==> src/rtl/multi_pulse_gen_pkg.sv <==
// Shared types and constants for the multi-channel pulse generator.
package multi_pulse_gen_pkg;

   typedef enum logic {
      IDLE = 1'b0,
      RUN  = 1'b1
   } state_t;

   localparam logic MODE_CONT  = 1'b0;
   localparam logic MODE_BURST = 1'b1;

   // Shortest period that still gives one low and one high slot.
   localparam int MIN_PERIOD = 2;

endpackage

==> src/rtl/pulse_chan.sv <==
// One output channel: shadowed width/phase, phase-offset compare and the
// registered pulse output.
module pulse_chan
   import multi_pulse_gen_pkg::*;
#(
   parameter int CW        = 16,
   parameter int DEF_WIDTH = 2
) (
   input  logic          clk,
   input  logic          reset,
   input  logic          we,
   input  logic [CW-1:0] cfg_width,
   input  logic [CW-1:0] cfg_phase,
   input  logic [CW-1:0] cnt,
   input  logic [CW-1:0] period,
   input  logic          load,
   input  logic          run,
   output logic          pulse
);

   logic [CW-1:0] sh_width;
   logic [CW-1:0] sh_phase;
   logic [CW-1:0] width;
   logic [CW-1:0] phase;
   logic [CW:0]   off;

   // Position inside the pulse window; one extra bit so cnt + period never wraps.
   always_comb begin
      off = '0;
      if (cnt >= phase) begin
         off = {1'b0, cnt} - {1'b0, phase};
      end else begin
         off = {1'b0, cnt} + {1'b0, period} - {1'b0, phase};
      end
   end

   // Shadow writes any time; active copy only follows the shadow on a load strobe.
   always_ff @(posedge clk or posedge reset) begin
      if (reset) begin
         sh_width <= CW'(DEF_WIDTH);
         sh_phase <= '0;
         width    <= CW'(DEF_WIDTH);
         phase    <= '0;
      end else begin
         if (we) begin
            sh_width <= cfg_width;
            sh_phase <= cfg_phase;
         end
         if (load) begin
            width <= sh_width;
            phase <= sh_phase;
         end
      end
   end

   // Registered compare; a phase beyond the period silences the channel.
   always_ff @(posedge clk or posedge reset) begin
      if (reset) begin
         pulse <= 1'b0;
      end else begin
         pulse <= run && (phase < period) && (off < {1'b0, width});
      end
   end

endmodule

==> src/rtl/multi_pulse_gen.sv <==
// Multi-channel pulse generator: run/burst FSM, shared period counter,
// global shadow registers and one pulse_chan per output.
//
// state | meaning
// IDLE  | counter held at 0, actives track shadows, waiting for enable/start
// RUN   | counter cycling 0..period-1, channels driving pulses
module multi_pulse_gen
   import multi_pulse_gen_pkg::*;
#(
   parameter int  NCH        = 4,
   parameter int  CW         = 16,
   parameter int  DEF_PERIOD = 10,
   parameter int  DEF_WIDTH  = 2,
   localparam int IW         = (NCH > 1) ? $clog2(NCH) : 1
) (
   input  logic           clk,
   input  logic           reset,
   input  logic           enable,
   input  logic           mode,
   input  logic           start,
   input  logic           glb_we,
   input  logic [CW-1:0]  cfg_period,
   input  logic [CW-1:0]  cfg_burst,
   input  logic           ch_we,
   input  logic [IW-1:0]  ch_idx,
   input  logic [CW-1:0]  cfg_width,
   input  logic [CW-1:0]  cfg_phase,
   output logic [NCH-1:0] pulse,
   output logic           busy,
   output logic           done,
   output logic [CW-1:0]  cnt
);

   localparam logic [CW-1:0] ONE = CW'(1);

   state_t        state, state_nxt;
   logic          run_mode, run_mode_nxt;
   logic [CW-1:0] sh_period, act_period;
   logic [CW-1:0] sh_burst, act_burst;
   logic [CW-1:0] bcnt, bcnt_nxt;
   logic [CW-1:0] cnt_nxt;
   logic          done_nxt;
   logic          run;
   logic          wrap;
   logic          load;

   assign run  = (state == RUN);
   assign wrap = (cnt == act_period - ONE);
   assign load = !run || wrap;
   assign busy = run;

   // State register.
   always_ff @(posedge clk or posedge reset) begin
      if (reset) begin
         state <= IDLE;
      end else begin
         state <= state_nxt;
      end
   end

   // Next state plus next counter, burst counter and done strobe.
   always_comb begin
      state_nxt    = state;
      run_mode_nxt = run_mode;
      cnt_nxt      = cnt;
      bcnt_nxt     = bcnt;
      done_nxt     = 1'b0;
      case (state)
         IDLE: begin
            cnt_nxt = '0;
            if (mode == MODE_CONT) begin
               if (enable) begin
                  state_nxt    = RUN;
                  run_mode_nxt = MODE_CONT;
               end
            end else if (start) begin
               if (act_burst == '0) begin
                  done_nxt = 1'b1;
               end else begin
                  state_nxt    = RUN;
                  run_mode_nxt = MODE_BURST;
                  bcnt_nxt     = act_burst;
               end
            end
         end
         RUN: begin
            if (wrap) begin
               cnt_nxt = '0;
               if (run_mode == MODE_CONT) begin
                  if (!enable) state_nxt = IDLE;
               end else begin
                  bcnt_nxt = bcnt - ONE;
                  if (bcnt == ONE) begin
                     state_nxt = IDLE;
                     done_nxt  = 1'b1;
                  end
               end
            end else begin
               cnt_nxt = cnt + ONE;
            end
         end
         default: state_nxt = IDLE;
      endcase
   end

   // Datapath registers that follow the FSM decisions.
   always_ff @(posedge clk or posedge reset) begin
      if (reset) begin
         run_mode <= MODE_CONT;
         cnt      <= '0;
         bcnt     <= '0;
         done     <= 1'b0;
      end else begin
         run_mode <= run_mode_nxt;
         cnt      <= cnt_nxt;
         bcnt     <= bcnt_nxt;
         done     <= done_nxt;
      end
   end

   // Global shadows; the active period is clamped so the counter always toggles.
   always_ff @(posedge clk or posedge reset) begin
      if (reset) begin
         sh_period  <= CW'(DEF_PERIOD);
         act_period <= CW'(DEF_PERIOD);
         sh_burst   <= ONE;
         act_burst  <= ONE;
      end else begin
         if (glb_we) begin
            sh_period <= cfg_period;
            sh_burst  <= cfg_burst;
         end
         if (load) begin
            act_period <= (sh_period < CW'(MIN_PERIOD)) ? CW'(MIN_PERIOD) : sh_period;
            act_burst  <= sh_burst;
         end
      end
   end

   for (genvar i = 0; i < NCH; i++) begin : g_ch
      pulse_chan #(
         .CW        (CW),
         .DEF_WIDTH (DEF_WIDTH)
      ) u_chan (
         .clk       (clk),
         .reset     (reset),
         .we        (ch_we && (ch_idx == IW'(i))),
         .cfg_width (cfg_width),
         .cfg_phase (cfg_phase),
         .cnt       (cnt),
         .period    (act_period),
         .load      (load),
         .run       (run),
         .pulse     (pulse[i])
      );
   end

endmodule

==> config.mk <==
export PLATFORM = sky130hd
export DESIGN_NAME = multi_pulse_gen
export DESIGN_NICKNAME = d
export VERILOG_FILES = /design/src/rtl/multi_pulse_gen_pkg.sv /design/src/rtl/pulse_chan.sv /design/src/rtl/multi_pulse_gen.sv
export SDC_FILE = /design/constraint.sdc
export NUM_CORES = 1
export LEC_CHECK = 0
export BUFFER_PORTS_ARGS = -buffer_cell sky130_fd_sc_hd__buf_2
export CORE_ASPECT_RATIO = 0.6
export CORE_MARGIN = 3
export CORE_UTILIZATION = 55
export CTS_BUF_LIST = sky130_fd_sc_hd__clkbuf_2
export DETAILED_ROUTE_END_ITERATION = 16
export PLACE_DENSITY = 0.79
export SLEW_MARGIN = 40
export SYNTH_ARGS = -nofsm -noshare
export SYNTH_HDL_FRONTEND = slang
export SYNTH_HIERARCHICAL = 1
export SYNTH_SLANG_ARGS = --single-unit
==> constraint.sdc <==
create_clock -name clk -period 4.8 [get_ports clk]
set_clock_uncertainty 0.1 [all_clocks]
set_input_delay 0.72 -clock clk [delete_from_list [all_inputs] [get_ports clk]]
set_output_delay 0.72 -clock clk [all_outputs]
set_load 0.01 [all_outputs]
Yosys cells after proc, flatten, opt, wreduce, memory -nomap -nowiden
Cells that the tools add are included.
- logic and storage cells: 118
- bits in registers: 359
- output and inout port bits: 22
- input port bits: 73
- add/sub/neg operators: 12
- reductions and logical operators: 19
- eq/ne operators: 12
- muxes and demuxes: 32
- bitwise gates (word level): 1
- $lt $le $gt $ge: 13
- operator list (kind ; number):
    16-bit 2-to-1 mux ; 7
    17-bit by 16-bit less-than comparator with 1-bit output ; 4
    17-bit 2-to-1 mux ; 4
    16-bit by 16-bit subtractor with 17-bit output ; 4
    17-bit by 16-bit subtractor with 17-bit output ; 4
    16-bit >= comparator ; 4
    16-bit less-than comparator ; 4
    16-bit one-hot mux with 2 select lines ; 2
    16-bit by 1-bit subtractor with 16-bit output (second input constant) ; 2
    16-bit by 16-bit adder with 17-bit output ; 1
    1-bit 2-to-1 mux ; 17
    16-bit by 1-bit adder with 16-bit output (second input constant) ; 1
    16-bit by 1-bit equality test with 1-bit output (second input constant) ; 1
    16-bit equality test ; 1
    16-bit logical NOT ; 1
    16-bit by 2-bit less-than comparator with 1-bit output (second input constant) ; 1
    1-bit logical AND ; 12
    2-bit inequality test (second input constant) ; 4
    2-bit by 1-bit inequality test with 1-bit output (second input constant) ; 3
    5-bit AND reduction ; 1
    2-bit equality test (second input constant) ; 2
    1-bit one-hot mux with 2 select lines ; 2
    4-bit AND reduction ; 1
    2-bit by 1-bit equality test with 1-bit output (second input constant) ; 1
    other kinds (5) ; 5

Logic depth before layout (Yosys ltp)
- word-level depth: 5
- gate-level depth with buffers: 20
- mapped depth without buffers: 20

Modules after synthesis
Netlist, hierarchy kept.
- modules (own cells, without submodules) (module ; times used ; cells an instance ; area each (µm²) ; seq. area each (µm²)):
    pulse_chan (g_ch[2].u_chan) ; 1 ; 594 ; 5353.9 ; 1629.1
    pulse_chan (g_ch[1].u_chan) ; 1 ; 573 ; 5331.4 ; 1629.1
    pulse_chan (g_ch[0].u_chan) ; 1 ; 578 ; 5277.6 ; 1629.1
    multi_pulse_gen ; 1 ; 488 ; 5191.2 ; 2484.9
    pulse_chan (g_ch[3].u_chan) ; 1 ; 567 ; 5175.0 ; 1629.1

Worst setup path after synthesis
Ideal clock, no wire load.
- path type: register to register
- from: reg cnt[1]
- to: reg g_ch[0].u_chan.pulse
- data arrival time: 4477 ps
- library setup time: 111 ps
- path slack: 112 ps
- path buffers: 0
- stages on the path, launching flop included: 19
- clock period less this slack: 4688 ps
- required time: 4589 ps
- path through: dfrtp_1 inv_1 fa_1 inv_1 fa_1 a211oi_1 o21ai_2 nand2_2 o221ai_2 a21oi_1 xor2_1 mux2i_1 ha_1 a21o_1 a2111oi_0 o211ai_1 a211oi_1 o41ai_1 a2111oi_2
- word-level cells in the longest chain between the ends: 5
- elaborated cells on any way between the ends: 7
- those cells by class: add/sub (3); order compare (2); mux (1); reduce/logical (1)
- RTL lines (what ; line ; RTL):
    from (decl) ; multi_pulse_gen.sv:31 ; output logic [CW-1:0] cnt
    from (signal assigned) ; multi_pulse_gen.sv:115 ; cnt <= cnt_nxt;
    16-bit by 16-bit adder with 17-bit output ; pulse_chan.sv:33 ; off = {1'b0, cnt} + {1'b0, period} - {1'b0, phase};
    17-bit by 16-bit subtractor with 17-bit output ; pulse_chan.sv:33 ;
    17-bit 2-to-1 mux * ; pulse_chan.sv:30 ; if (cnt >= phase) begin
    17-bit by 16-bit less-than comparator with 1-bit output * ; pulse_chan.sv:61 ; pulse <= run && (phase < period) && (off < {1'b0, width});
    1-bit logical AND * ; pulse_chan.sv:61 ;
    to (signal assigned) ; pulse_chan.sv:61 ;
    to (decl) ; pulse_chan.sv:18 ; output logic pulse
Every way passes the cells marked *; elsewhere a longest branch is shown, timed or not.
A chain may end at the register's enable or synchronous reset.

Worst setup path in the final report
- from: reg act_period[1]
- to: reg g_ch[0].u_chan.pulse
- word-level cells in the longest chain between the ends: 5
- elaborated cells on any way between the ends: 7
- those cells by class: add/sub (2); order compare (2); mux (1); reduce/logical (2)
- RTL lines (what ; line ; RTL):
    from (decl) ; multi_pulse_gen.sv:38 ; logic [CW-1:0] sh_period, act_period;
    from (signal assigned) ; multi_pulse_gen.sv:125 ; act_period <= CW'(DEF_PERIOD);
    from (signal assigned) ; multi_pulse_gen.sv:134 ; act_period <= (sh_period < CW'(MIN_PERIOD)) ? CW'(MIN_PERIOD) : sh_period;
    16-bit by 16-bit adder with 17-bit output ; pulse_chan.sv:33 ;
    17-bit by 16-bit subtractor with 17-bit output ; pulse_chan.sv:33 ;
    17-bit 2-to-1 mux ; pulse_chan.sv:30 ;
    17-bit by 16-bit less-than comparator with 1-bit output ; pulse_chan.sv:61 ;
    1-bit logical AND * ; pulse_chan.sv:61 ;
Marked as above.

==> flow_summary.ini <==
[setup_path]
cp-start-kind = flop
cpMostUsedCell = a211oi_2
end_kind = flop
ff2ff_setup_slack_ns = 0.11
worst-r2r-cell-count = 20
crit_required_ns = 5.60
crit_path_max_incr_delay_ns = 0.61
path_max_fanout = 4
cp_slowest_cell = dfstp_2
rr_endpoint = g_ch[0].u_chan/pulse$_DFF_PP0_
cp.arrival_ns = 5.49
r2r_start = act_period[1]$_DFFE_PP1P_
critPathKind = reg2reg
crit_chain = buf_12 > inv_2 > fa_1 > inv_2 > ha_4 > a211oi_2 > o311ai_2 > nand4_1 > a31oi_2 > buf_4 > a21o_1 > a211oi_2 > o22ai_1 > ha_1 > a21o_1 > a2111oi_4 > o211ai_1 > a211oi_2 > o41ai_2 > a2111oi_2

[timing]
period_share_pct = 97.6
fin_crit_ns = 4.69
finalHoldViolCount = 0
drv_slew = 0
setup_violations = 0
fmax_mhz = 213
slew_headroom_pct = 33.8
rsz0062_at_grt = true
worstMarginPinSlew_ns = 0.980

[logic_synthesis]
ys_warn_count = 6
avgSynthCellArea_sq_um = 9.40
syn_nets = 3201
synth_seq_cells = 359
synth_cells = 2800
async_flop_share_pct = 100
synth_area_sq_mm = 0.0263
synth_edf_count = 0
ys.flop_type = dfrtp_1
synth.distinct_cells = 105
ys_seq_area_share_pct = 34.2

[layout]
fin_area_sq_mm = 0.0299
drive_gt1_share_pct = 21.0
num-fill-cells = 3872
area_delta_synth_final_pct = 13.6
final_cell_mix = 413 x inv_1, 337 x dfrtp_1, 255 x ha_1
final_common_cell = inv_1
fin_nets = 3463

[clocking]
clock_latency_ns = 1.06
clkTransAtPathRegs_ns = 0.12
clock-root-buffer = clkbuf_2
clock_path_buffers = 3
cts_buffers = 86
clock_sinks = 359
ctsHtreeMaxLevel = 3
cts_tree = yes

[global_routing]
grt_pass1_vias = 22000
grt_max_degree = 100
grt_pass1_wl_microns = 131000
track_usage_pct = 34.2
antenna_found_initial = 19
grt_remaining_overflow = 0

[floorplanning]
die-area_sq_mm = 0.0506
die_w_microns = 288
core_sq_mm = 0.0468
die_h_microns = 175
start_util_pct = 56.3
io_pins = 95
rows = 61

[route]
routed_via_density = 6.08
ant_nets = 0
first_pass_iters = 6
vias = 22900
wire_per_inst_microns = 23.2
drt-initial-drc-count = 2643
drt-total-wl_microns = 87600
drc = 0

[pwr]
combPwrFrac_pct = 8.0
ir_drop_v = 0.000341
seq_power_share_pct = 55.4
clockPowerShare_pct = 36.6
power_density_mw_per_mm2 = 205
power_leakage_nw = 13.8
swShare_pct = 29.1
switchingPower_mw = 1.78
p_int_mw = 4.35
finalPower_mw = 6.13

[place]
hpwl_microns = 65700
routabilityCongestion = 1.02
placedInstanceArea_sq_mm = 0.0280
port_buffers = 94

[worst_hold_path]
holdPathStages = 3
hold_start = ch_idx[0]
hold-path-endpoint = g_ch[2].u_chan/sh_width[14]$_DFFE_PP0P_
hold_class = in2reg

[outcome]
status = finished, final reports clean

[run]
maxCapViolCount = 0
## synthesized netlist by cell type, types with 53 or more instances
cell / n / area share [%]
inv_1: 422 / 6.0
dfrtp_1: 345 / 33
ha_1: 260 / 12
nand2_1: 224 / 3.2
mux2_2: 193 / 8.3
o21ai_0: 189 / 3.6
a21oi_1: 140 / 2.7
nor2_1: 126 / 1.8
fa_1: 68 / 5.2
xnor2_1: 67 / 2.2
nand3_1: 53 / 1.0
xor2_1: 53 / 1.8
## stage by stage
stage          hold WS [ns]  setup WS [ns]  std cells  utilization, %  TNS [ns]
2_1_floorplan         0.346          0.112       2800               -         0
3_3_place_gp          0.355         0.0736       3528            59.8         0
3_5_place_dp          0.366        -0.0140       3529            59.8   -0.0229
4_1_cts             0.00364         0.0150       3754            63.1         0
5_1_grt             0.00418        -0.0557       3768            63.9    -0.101
6_report              0.138          0.114       3772            63.9         0
## worst max path at each step
| stage | start | endpoint | slack, ns | cells past startpoint |
|---|---|---|---|---|
| after CTS | act_period[1]$_DFFE_PP1P_ | g_ch[2].u_chan/pulse$_DFF_PP0_ | 0.01 | 18 |
| after global placement | act_period[1]$_DFFE_PP1P_ | g_ch[1].u_chan/pulse$_DFF_PP0_ | 0.07 | 17 |
| final | act_period[1]$_DFFE_PP1P_ | g_ch[0].u_chan/pulse$_DFF_PP0_ | 0.11 | 20 |
| after global routing | act_period[1]$_DFFE_PP1P_ | g_ch[0].u_chan/pulse$_DFF_PP0_ | -0.06 | 20 |
| after detailed placement | act_period[1]$_DFFE_PP1P_ | g_ch[1].u_chan/pulse$_DFF_PP0_ | -0.01 | 17 |
| after floorplan | cnt[1]$_DFF_PP0_ | g_ch[0].u_chan/pulse$_DFF_PP0_ | 0.11 | 18 |
## flip-flops by register name (all words and copies together) (netlist names)
register / count
run_mode: 1
sh_burst: 16
cnt: 16
busy: 1
act_period: 16
bcnt: 16
g_ch.u_chan/sh_phase: 64
g_ch.u_chan/width: 64
g_ch.u_chan/pulse: 4
g_ch.u_chan/sh_width: 64
g_ch.u_chan/phase: 64
sh_period: 16
act_burst: 16
done: 1
## timing repair
action	in CTS	in global routing
setup endpoints to repair	4	4
hold buffers	64	1
pin swaps	3	30
hold endpoints to repair	267	1
gates resized for setup	5	54
setup buffers	0	10
## cell type report
class	count	area [sq um]	area share, %
tap	630	788	2.63
sequential	359	9010	30.1
clock inverter	34	221	0.740
clock buffer	127	636	2.12
inverter	422	1590	5.31
multi-input combinational	1938	15700	52.6
timing repair buffer	255	1930	6.45
antenna	7	17.5	0.0586
## logic make-up (layout without fill, tap and decap cells)
kind of cell,after synthesis,count (layout),synth area share (%)
simple gates,647,647,12.3
compound gates,627,627,15.5
buf+inv,503,838,7.33
flops,359,359,34.2
fa+ha+maj,328,328,17.5
mux,216,216,9.17
xor+xnor,120,120,3.99
other cells,0,7,0
## power by group through the flow
stage / combinational, mW / sequential, mW / clock (mW)
floorplan: 0.286 / 3.40 / 0
finish: 0.489 / 3.40 / 2.24
CTS: 0.486 / 3.39 / 2.28
global placement: 0.423 / 3.43 / 0
global route: 0.525 / 3.42 / 2.44
detailed placement: 0.444 / 3.45 / 0
## critical path: cells and delay by family, from the launching register on
kind	cells	cell delay (ns)
adders and majority gates	3	0.96
DFF	1	0.61
AOI/OAI and AO/OA	12	2.30
and+or+nand+nor	1	0.16
buffers and inverters	4	0.39
## routing by layer
metal  vias up  GRT usage, %  routed length (microns)
li1      10200             -                        -
met1     11200          51.1                    38000
met2      1307          46.4                    34900
met3       210          10.5                    11500
met4         2          11.8                     3250
met5         -             0                       13
Note: power is estimated with default switching activity, not from simulation.
